### src/rtl/invader_formation.sv
// Formation controller for a row of invaders: marches the row with bounce-and-drop,
// resolves player-projectile hits per invader, flies one enemy projectile per
// invader, and keeps score, wave number and landing status.
module invader_formation #(
  parameter int N_INV      = 5,
  parameter int SPACING    = 40,
  parameter int X_MIN      = 96,
  parameter int X_MAX      = 389,
  parameter int X_START    = 220,
  parameter int Y_START    = 50,
  parameter int Y_STEP     = 10,
  parameter int MOVE_DIV   = 2,
  parameter int FIRE_DIV   = 8,
  parameter int HIT_DX     = 15,
  parameter int HIT_H      = 20,
  parameter int PROJ_SPEED = 1,
  parameter int Y_LIMIT    = 480,
  parameter int BOTTOM_Y   = 400,
  parameter int POINTS     = 10,
  parameter int GAP_TICKS  = 64
) (
  input  logic                 dclk,
  input  logic                 clr,
  input  logic                 tick,
  input  logic                 play,
  input  logic                 proj_valid,
  input  logic [9:0]           proj_x,
  input  logic [9:0]           proj_y,
  input  logic [N_INV-1:0]     destroy,
  output logic [9:0]           enemy_x,
  output logic [9:0]           enemy_y,
  output logic [N_INV-1:0]     alive,
  output logic [N_INV-1:0]     eproj_active,
  output logic [10*N_INV-1:0]  eproj_x,
  output logic [10*N_INV-1:0]  eproj_y,
  output logic                 hit_pulse,
  output logic [2:0]           hit_idx,
  output logic [13:0]          score,
  output logic [3:0]           wave,
  output logic                 wave_clear,
  output logic                 landed
);

  typedef enum logic [1:0] {IDLE, RUN, GAP, LANDED} state_t;
  state_t state, state_nxt;

  localparam logic signed [10:0] HDX = 11'(HIT_DX);
  localparam logic [9:0]         HH  = 10'(HIT_H);
  localparam logic [N_INV-1:0]   ONE = 1;

  logic [15:0]              move_cnt, fire_cnt, gap_cnt;
  logic                     dir_right;
  logic [10:0]              cx [N_INV];
  logic signed [10:0]       dx [N_INV];
  logic [N_INV-1:0]         match, kill_mask;
  logic                     hit_any;
  logic [2:0]               hit_sel;
  logic                     land_now, run_tick, fly_tick;
  logic                     do_march, do_fire, do_kill, last_kill, gap_done;

  // Score accumulates and sticks at the 14-bit ceiling.
  function automatic logic [13:0] sat_score(input logic [13:0] s);
    logic [14:0] t;
    t = {1'b0, s} + 15'(POINTS);
    return (t > 15'd16383) ? 14'd16383 : t[13:0];
  endfunction

  // Wave counter stops at 15 rather than wrapping.
  function automatic logic [3:0] sat_wave(input logic [3:0] w);
    return (w == 4'd15) ? w : w + 4'd1;
  endfunction

  // Per-invader hit box against the pre-move formation; lowest index wins.
  always_comb begin
    hit_any = 1'b0;
    hit_sel = '0;
    for (int i = 0; i < N_INV; i++) begin
      cx[i]    = 11'(enemy_x) + 11'(i * SPACING);
      dx[i]    = $signed({1'b0, proj_x}) - $signed(cx[i]);
      match[i] = proj_valid && alive[i] && (proj_y > enemy_y) &&
                 ((proj_y - enemy_y) < HH) && (dx[i] < HDX) && (dx[i] > -HDX);
    end
    for (int i = N_INV - 1; i >= 0; i--) begin
      if (match[i]) begin
        hit_any = 1'b1;
        hit_sel = 3'(i);
      end
    end
  end

  assign kill_mask = ONE << hit_sel;
  assign land_now  = ({1'b0, enemy_y} + 11'(HIT_H)) >= 11'(BOTTOM_Y);

  // State register.
  always_ff @(posedge dclk or negedge clr) begin
    if (!clr) state <= IDLE;
    else      state <= state_nxt;
  end

  // Next-state logic; play low forces IDLE on any cycle.
  always_comb begin
    state_nxt = state;
    if (!play) begin
      state_nxt = IDLE;
    end else begin
      case (state)
        IDLE:    state_nxt = RUN;
        RUN: begin
          if (tick && land_now) state_nxt = LANDED;
          else if (last_kill)   state_nxt = GAP;
        end
        GAP:     if (gap_done) state_nxt = RUN;
        LANDED:  state_nxt = LANDED;
        default: state_nxt = IDLE;
      endcase
    end
  end

  // Per-tick action strobes decoded from the current state.
  always_comb begin
    run_tick  = tick && (state == RUN) && !land_now;
    fly_tick  = tick && ((state == RUN) || (state == LANDED));
    do_march  = run_tick && (move_cnt == 16'(MOVE_DIV - 1));
    do_fire   = run_tick && (fire_cnt == 16'(FIRE_DIV - 1));
    do_kill   = run_tick && hit_any;
    last_kill = do_kill && ((alive & ~kill_mask) == '0);
    gap_done  = tick && (state == GAP) && (gap_cnt == 16'(GAP_TICKS - 1));
  end

  // Formation, projectile, score and wave registers.
  always_ff @(posedge dclk or negedge clr) begin
    if (!clr) begin
      enemy_x      <= 10'(X_START);
      enemy_y      <= 10'(Y_START);
      dir_right    <= 1'b1;
      alive        <= '1;
      eproj_active <= '0;
      eproj_x      <= '0;
      eproj_y      <= '0;
      hit_pulse    <= 1'b0;
      hit_idx      <= '0;
      score        <= '0;
      wave         <= '0;
      wave_clear   <= 1'b0;
      landed       <= 1'b0;
      move_cnt     <= '0;
      fire_cnt     <= '0;
      gap_cnt      <= '0;
    end else if (!play) begin
      enemy_x      <= 10'(X_START);
      enemy_y      <= 10'(Y_START);
      dir_right    <= 1'b1;
      alive        <= '1;
      eproj_active <= '0;
      eproj_x      <= '0;
      eproj_y      <= '0;
      hit_pulse    <= 1'b0;
      hit_idx      <= '0;
      score        <= '0;
      wave         <= '0;
      wave_clear   <= 1'b0;
      landed       <= 1'b0;
      move_cnt     <= '0;
      fire_cnt     <= '0;
      gap_cnt      <= '0;
    end else begin
      hit_pulse  <= 1'b0;
      wave_clear <= 1'b0;

      if (tick && (state == RUN) && land_now) landed <= 1'b1;

      if (run_tick) begin
        move_cnt <= do_march ? '0 : move_cnt + 16'd1;
        fire_cnt <= do_fire  ? '0 : fire_cnt + 16'd1;
      end

      // A step at the active edge limit becomes a drop plus direction flip.
      if (do_march) begin
        if ((dir_right && enemy_x == 10'(X_MAX)) || (!dir_right && enemy_x == 10'(X_MIN))) begin
          enemy_y   <= enemy_y + 10'(Y_STEP);
          dir_right <= !dir_right;
        end else if (dir_right) begin
          enemy_x <= enemy_x + 10'd1;
        end else begin
          enemy_x <= enemy_x - 10'd1;
        end
      end

      // Active channels fly or retire; idle channels may launch from their invader.
      for (int i = 0; i < N_INV; i++) begin
        if (fly_tick && eproj_active[i]) begin
          if (destroy[i] || (({1'b0, eproj_y[10*i +: 10]} + 11'(PROJ_SPEED)) >= 11'(Y_LIMIT))) begin
            eproj_active[i]     <= 1'b0;
            eproj_x[10*i +: 10] <= '0;
            eproj_y[10*i +: 10] <= '0;
          end else begin
            eproj_y[10*i +: 10] <= eproj_y[10*i +: 10] + 10'(PROJ_SPEED);
          end
        end else if (do_fire && alive[i] && !eproj_active[i]) begin
          eproj_active[i]     <= 1'b1;
          eproj_x[10*i +: 10] <= cx[i][9:0];
          eproj_y[10*i +: 10] <= enemy_y + HH;
        end
      end

      if (do_kill) begin
        alive     <= alive & ~kill_mask;
        hit_pulse <= 1'b1;
        hit_idx   <= hit_sel;
        score     <= sat_score(score);
      end

      // Clearing the row wipes every enemy projectile before the pause.
      if (last_kill) begin
        wave_clear   <= 1'b1;
        eproj_active <= '0;
        eproj_x      <= '0;
        eproj_y      <= '0;
      end

      if (tick && (state == GAP)) gap_cnt <= gap_done ? '0 : gap_cnt + 16'd1;

      if (gap_done) begin
        enemy_x   <= 10'(X_START);
        enemy_y   <= 10'(Y_START);
        dir_right <= 1'b1;
        alive     <= '1;
        wave      <= sat_wave(wave);
        move_cnt  <= '0;
        fire_cnt  <= '0;
      end
    end
  end

endmodule

### config.mk
export PLATFORM = sky130hd
export DESIGN_NAME = invader_formation
export DESIGN_NICKNAME = d
export VERILOG_FILES = /design/src/rtl/invader_formation.sv
export SDC_FILE = /design/constraint.sdc
export NUM_CORES = 1
export LEC_CHECK = 0
export CAP_MARGIN = 5
export CORE_ASPECT_RATIO = 0.7
export CORE_MARGIN = 3
export CORE_UTILIZATION = 58
export CTS_BUF_LIST = sky130_fd_sc_hd__clkbuf_8
export DETAILED_ROUTE_END_ITERATION = 8
export PLACE_DENSITY = 0.83
export RECOVER_POWER = 100
export SLEW_MARGIN = 20
export SYNTH_ARGS = -nofsm -noshare
export SYNTH_HDL_FRONTEND = slang
export SYNTH_SLANG_ARGS = --single-unit
### constraint.sdc
create_clock -name dclk -period 6.1 [get_ports dclk]
set_input_delay 0.915 -clock dclk [delete_from_list [all_inputs] [get_ports dclk]]
set_output_delay 0.915 -clock dclk [all_outputs]
set_load 0.01 [all_outputs]
==> metrics.txt, run 1 <==
mean number of vias per cell=approximately 6.4; die area=about 26,000 um^2; category of the worst setup path launch point=flip-flop; fraction of the yosys area taken by sequential cells=between 30% and 40%; peak supply drop=approximately 180 uV; Slowest-stage cell, CP=dfstp_1; Peak Freq=0.1780 GHz; clock transition at the registers of the reported paths=roughly 0.07 ns; H-tree depth=2; total detailed-routing wirelength=around 44,000 um; crit path buf inv count=2; wire length of the first global-routing pass=~70,000 um; largest stage delay on the critical path=between 0.9 and 1 ns; detailed-router iteration count before antenna repair=6; number of cell instances on the worst register-to-register path=15; number of CTS-inserted buffers=34; Lkg Pwr=about 7.5 nW; remaining design rule violation count=0; pin count of the biggest net entering global routing=158; power density over cell area=around 320 nW/um^2; grt ovf=0; startpoint of the lowest-slack hold path=gap_cnt[15]; Worst R2R Start=enemy_x[4]; min-delay worst type=reg -> reg; number of nets in the final layout=about 1,900; fraction of final layout cells sized beyond drive strength 1=between 4 and 5%; minimum clock period=5.617 ns; die extent in y=135.0 um; TritonCTS clock tree=built; Placer Congestion=about 1.0; count of input and output buffers=~180; crit path capture type=flip-flop; vias in the first global route=between 10,000 and 15,000; endpoint of the most critical register-to-register path=eproj_x[15]; post-synthesis register bit count=204; sum of internal, switching and leakage power=about 0.0053 W; timing startpoint of the critical path=enemy_x[4]; Final Hold Violating Endpoints=0; aggregate negative setup slack=0 ns; wire length per cell after detailed routing=just over 20 um; Max-Cap Viols=2; outcome=finished with violations; number of rows created at floorplan=between 40 and 50; core box area=about 23,000 um^2; reg2reg setup slack=approximately 0.48 ns; Clock Tree Root=clkbuf_8; number of buffers inserted for hold repair after clock tree synthesis=0; setup repair after global routing missed its margin=no; number of antenna violations at the first check in global routing=1; number of buffers on the longest clock path=3; warning count from the yosys run=0; initial core utilization=between 50% and 60%; async set or reset register ratio after synthesis=100.0%; Vias=13,910; worst setup path endpoint=eproj_x[15]; global-route usage over all layers=between 30 and 40%; Setup Fix Bufs, Post-CTS=0; final clock period utilization by the worst path=about 92%; diode count=0; worst relative slew slack=-80.67%; cells after synthesis=around 1,700; Syn Nets=around 1,800; Synth Area per Inst=slightly above 8 um^2; cell family contributing the most delay on the critical path=compound AO/OA/AOI/OAI gates; violations in the final reports=capacitance limit, slew limit; I/O pin total=184; Top FF cell, synth=dfrtp_1; worst path cell trace=inv_1 > ha_1 > ha_1 > nand2_1 > a211oi_1 > o211ai_1 > a31o_2 > nor4_1 > nand4_1 > a21bo_1 > nand4_1 > o21ai_0 > o31ai_4 > buf_4 > nor2_1; insertion delay to the later sink of the worst-skew pair=roughly 0.53 ns; Worst EP arrival=around 6 ns; Syn Std Cell Area=13,800 um^2; most frequent standard cell in the layout excluding fill and tap cells=dfrtp_1; actual transition at the worst max-transition pin=2.710 ns; Clock Sinks=204; number of flops mapped to enable cells by yosys=0; top library cells by usage in the layout, fill and taps aside=dfrtp_1, nor2_1, nand2_1; Worst Clk Skew=0.01758 ns; path length in cells of the critical path=15; Setup Crit Path Kind=reg -> reg; detailed-placement wirelength estimate=about 32,000 um; distinct cell type count of the synthesized netlist=80; area growth from synthesis to layout=19.68%; endpoints failing setup=0; critical-path maximum fanout=between 40 and 50; die width=about 190 um; data required time at the worst endpoint=between 6 and 7 ns; post-route antenna net violation count=0; final number of max-transition violations=207; CTS-repair resized insts=0; Iteration-0 DRC Markers=between 1,500 and 2,000
state kept, by name (all words and copies together), names as in the netlist, 2 cells and up:
| signal | flops |
|---|---|
| enemy_y | 9 |
| fire_cnt | 16 |
| gap_cnt | 16 |
| eproj_x | 50 |
| state | 2 |
| hit_idx | 3 |
| wave | 4 |
| eproj_y | 50 |
| enemy_x | 10 |
| move_cnt | 16 |
| eproj_active | 5 |
| score | 14 |
| alive | 5 |
cells by family after synthesis:
family | share of synthesized area [%]
other | 0.02718
flip-flops | 37.13
buffers and inverters | 4.190
AND/OR/NAND/NOR | 23.78
adder cells (fa/ha/maj) | 7.274
XOR/XNOR | 6.920
AO/OA/AOI/OAI | 20.14
multiplexers | 0.5351
synth_stat cells, types with 18 or more instances:
cell type  count  share of area, %
dfrtp_1      190                34
nor2_1       184               5.0
nand2_1      155               4.2
a21oi_1      150               5.4
o21ai_0      109               4.0
nand3_1       79               2.9
ha_1          77               7.0
inv_1         66               1.8
xor2_1        58               3.7
clkbuf_1      56               1.5
nor3_1        53               1.9
xnor2_1       51               3.2
and3_1        49               2.2
nand4_1       30               1.4
nor4_1        18              0.82
or3_1         18              0.82
where the power goes:
group	internal, W	switching (W)	leakage (nW)
sequential	0.00139	0.000114	2.78
combinational	0.000975	0.00156	4.36
clock	0.000680	0.000589	0.392
total	0.00305	0.00226	7.54
layout make-up:
class | count | area [um^2]
well taps | 312 | 390.4
inverters | 70 | 262.8
fillers | 1795 | 6511
clock buffers | 43 | 591.8
flip-flops and latches | 204 | 5122
clock inverters | 17 | 103.9
multi-input cells | 1312 | 8095
repair buffers | 202 | 1944
layer usage:
layer	routed length, um	GRT usage (%)
met5	0	0
met4	1362	11.49
met3	5095	8.744
met2	18270	47.11
met1	19750	51.70
worst min path at each step:
stage | to | slack [ns] | cells past startpoint
after detailed placement | gap_cnt[15] | 0.48 | 1
after floorplan | gap_cnt[15] | 0.45 | 1
after global routing | gap_cnt[15] | 0.52 | 1
after global placement | gap_cnt[15] | 0.47 | 1
after CTS | eproj_x[13] | 0.33 | 1
final | gap_cnt[15] | 0.50 | 1
through the flow:
| stage | setup slack, ns | cell area [um^2] | std cells | hold WS [ns] | utilization, % |
|---|---|---|---|---|---|
| 2_1_floorplan | 1.569 | 13800 | 1660 | 0.4512 | - |
| 3_3_place_gp | 0.7934 | 15870 | 2100 | 0.4747 | 68.94 |
| 3_5_place_dp | 0.7095 | 15870 | 2100 | 0.4847 | 68.94 |
| 4_1_cts | 1.008 | 16570 | 2160 | 0.3303 | 71.96 |
| 5_1_grt | 0.3079 | 16510 | 2160 | 0.5186 | 71.72 |
| 6_report | 0.4826 | 16510 | 2160 | 0.4957 | 71.72 |
No activity file was read; power rests on OpenSTA's default activity.
==> run 2: changes to the inputs <==
--- a/config.mk
+++ b/config.mk
@@ -13,7 +13,6 @@
 export DETAILED_ROUTE_END_ITERATION = 8
 export PLACE_DENSITY = 0.83
 export RECOVER_POWER = 100
-export SLEW_MARGIN = 20
 export SYNTH_ARGS = -nofsm -noshare
 export SYNTH_HDL_FRONTEND = slang
 export SYNTH_SLANG_ARGS = --single-unit
==> results of run 2 <==
The final DEF is identical to that of run 1; final timing and power are the same.
==> run 3: changes to the inputs <==
==> constraint.sdc (replaced) <==
create_clock -name dclk -period 5.7 [get_ports dclk]
set_input_delay 0.855 -clock dclk [delete_from_list [all_inputs] [get_ports dclk]]
set_output_delay 0.855 -clock dclk [all_outputs]
set_load 0.01 [all_outputs]
==> metrics.txt, run 3 (same netlist as run 1, synthesis figures left out) <==
power density over cell area=around 350 nW/um^2; count of input and output buffers=182; endpoints failing setup=0; fraction of final layout cells sized beyond drive strength 1=~4.7%; Iteration-0 DRC Markers=roughly 1,600; smallest hold slack=roughly 0.51 ns; relative contribution of the clock network to total power=24.4%; CTS-repair resized insts=0; Final Hold Violating Endpoints=0; Placer Congestion=around 1; clock transition at the registers of the reported paths=around 0.060 ns; mean number of vias per cell=6.461; total detailed-routing wirelength=44,800 um; actual transition at the worst max-transition pin=about 3 ns; post-route antenna net violation count=0; crit path setup slack, layout=roughly 0.21 ns; reg2reg setup slack=about 0.21 ns; switching share of power=42.36%; top library cells by usage in the layout, fill and taps aside=dfrtp_1, nor2_1, nand2_1; Slowest-stage cell, CP=dfstp_2; minimum clock period=about 5.5 ns; Comb pwr share=~48%; outcome=finished with violations; critical-path maximum fanout=24; initial core utilization=~60%; wire length per cell after detailed routing=between 20 and 25 um; number of buffers inserted for hold repair after clock tree synthesis=0; diode count=0; data required time at the worst endpoint=6.08 ns; category of the worst setup path launch point=flip-flop; Lkg Pwr=7.577 nW; wire length of the first global-routing pass=roughly 70,000 um; worst relative slew slack=-95.57%; final clock period utilization by the worst path=between 90% and 100%; global-route usage over all layers=between 30 and 40%; remaining design rule violation count=0; insertion delay to the later sink of the worst-skew pair=0.53 ns; fin util=between 70% and 80%; min-delay worst type=reg -> reg; Top Registers=eproj_x (50), eproj_y (50); worst setup timing slack at the placement stage=roughly 0.34 ns; H-tree depth=2; aggregate negative setup slack=0 ns; TritonCTS clock tree=built; vias in the first global route=13,070; die area=about 26,000 um^2; largest stage delay on the critical path=between 0.7 and 0.8 ns; Worst Clk Skew=around 0.029 ns; core box area=23,020 um^2; grt ovf=0; Setup Crit Path Kind=reg -> reg; switching pwr=0.002424 W; internal power=~0.0033 W; violations in the final reports=capacitance limit, slew limit; die width=roughly 190 um; number of antenna violations at the first check in global routing=0; Peak Freq=0.1822 GHz; Max-Cap Viols=2; worst path cell trace=clkinv_1 > ha_1 > a21oi_1 > nor2_1 > xnor2_1 > ha_1 > nand2b_1 > a2111o_1 > o211ai_1 > nor4bb_1 > o2bb2a_1 > nand2b_1 > nand4_1 > o21ai_0 > o31ai_4 > clkbuf_4 > nor2_1; area growth from synthesis to layout=20.06%; Vias=14,000; Clock Tree Root=clkbuf_8; I/O pin total=between 150 and 200; Setup Fix Bufs, Post-CTS=0; crit path capture type=flip-flop; Clock Sinks=approximately 200; setup repair after global routing missed its margin=no; peak supply drop=224.7 uV; final number of max-transition violations=about 210; register share of total power=28.0%; most frequent standard cell in the layout excluding fill and tap cells=dfrtp_1; Worst EP arrival=between 5 and 6 ns; number of rows created at floorplan=46; number of CTS-inserted buffers=35; pin count of the biggest net entering global routing=~150; detailed-placement wirelength estimate=32,430 um; detailed-router iteration count before antenna repair=6; number of buffers on the longest clock path=3; die extent in y=between 100 and 150 um; number of nets in the final layout=between 1,500 and 2,000
==> run 3: cell count changes in the layout (fill, tap and decap cells not counted), moves of 2 or more <==
cell,change
clkinv_2,-5
dfstp_2,+2
clkbuf_4,+2
dfstp_1,-2
inv_1,+6
buf_4,+2
==> run 3: critical path: cells and delay by family (launching register included) <==
kind / cells / cell delay [ns]
compound gates: 6 / 1.49
xor+xnor: 1 / 0.48
fa+ha+maj: 2 / 0.72
buf+inv: 2 / 0.79
flops: 1 / 0.74
simple gates: 6 / 1.12
==> run 3: path summary, 6_finish.rpt <==
check / endpoint / startpoint / cells after the start
max: eproj_x[16] / enemy_x[6] / 17
min: gap_cnt[15] / gap_cnt[15] / 1
max reg2reg: eproj_x[16] / enemy_x[6] / 17
min reg2reg: gap_cnt[15] / gap_cnt[15] / 1
max in group asynchronous: eproj_y[5] / clr / 2
min in group asynchronous: eproj_x[16] / clr / 1
==> run 3: area by class of cell <==
cell class,instances,area (um^2)
timing repair buffer,206,1976
sequential,204,5122
inverter,70,262.8
clock buffer,42,578.1
multi-input combinational,1312,8095
clock inverter,20,138.9
fill,1804,6459
tap,312,390.4
==> run 3: power groups by stage <==
stage | combinational, W | sequential (W) | clock, W
final | 0.00273 | 0.00160 | 0.00139
after global routing | 0.00294 | 0.00160 | 0.00148
after CTS | 0.00262 | 0.00160 | 0.00140
after detailed placement | 0.00261 | 0.00162 | 0
after global placement | 0.00255 | 0.00162 | 0
after floorplan | 0.00192 | 0.00158 | 0
==> run 3: per-layer routing <==
metal | track usage (%) | routed length (um) | vias up
li1 | - | - | 6357
met4 | 11.16 | 1374 | 0
met1 | 52.10 | 19910 | 6686
met5 | 0 | 0 | -
met3 | 9.912 | 5364 | 119
met2 | 47.41 | 18150 | 833
==> run 3: metrics by stage <==
step	cells	instance area [um^2]	total power, W
5_1_grt	2166	16560	0.006025
3_3_place_gp	2104	15900	0.004174
4_1_cts	2166	16620	0.005619
2_1_floorplan	1660	13800	0.003496
6_report	2166	16560	0.005722
3_5_place_dp	2104	15900	0.004226
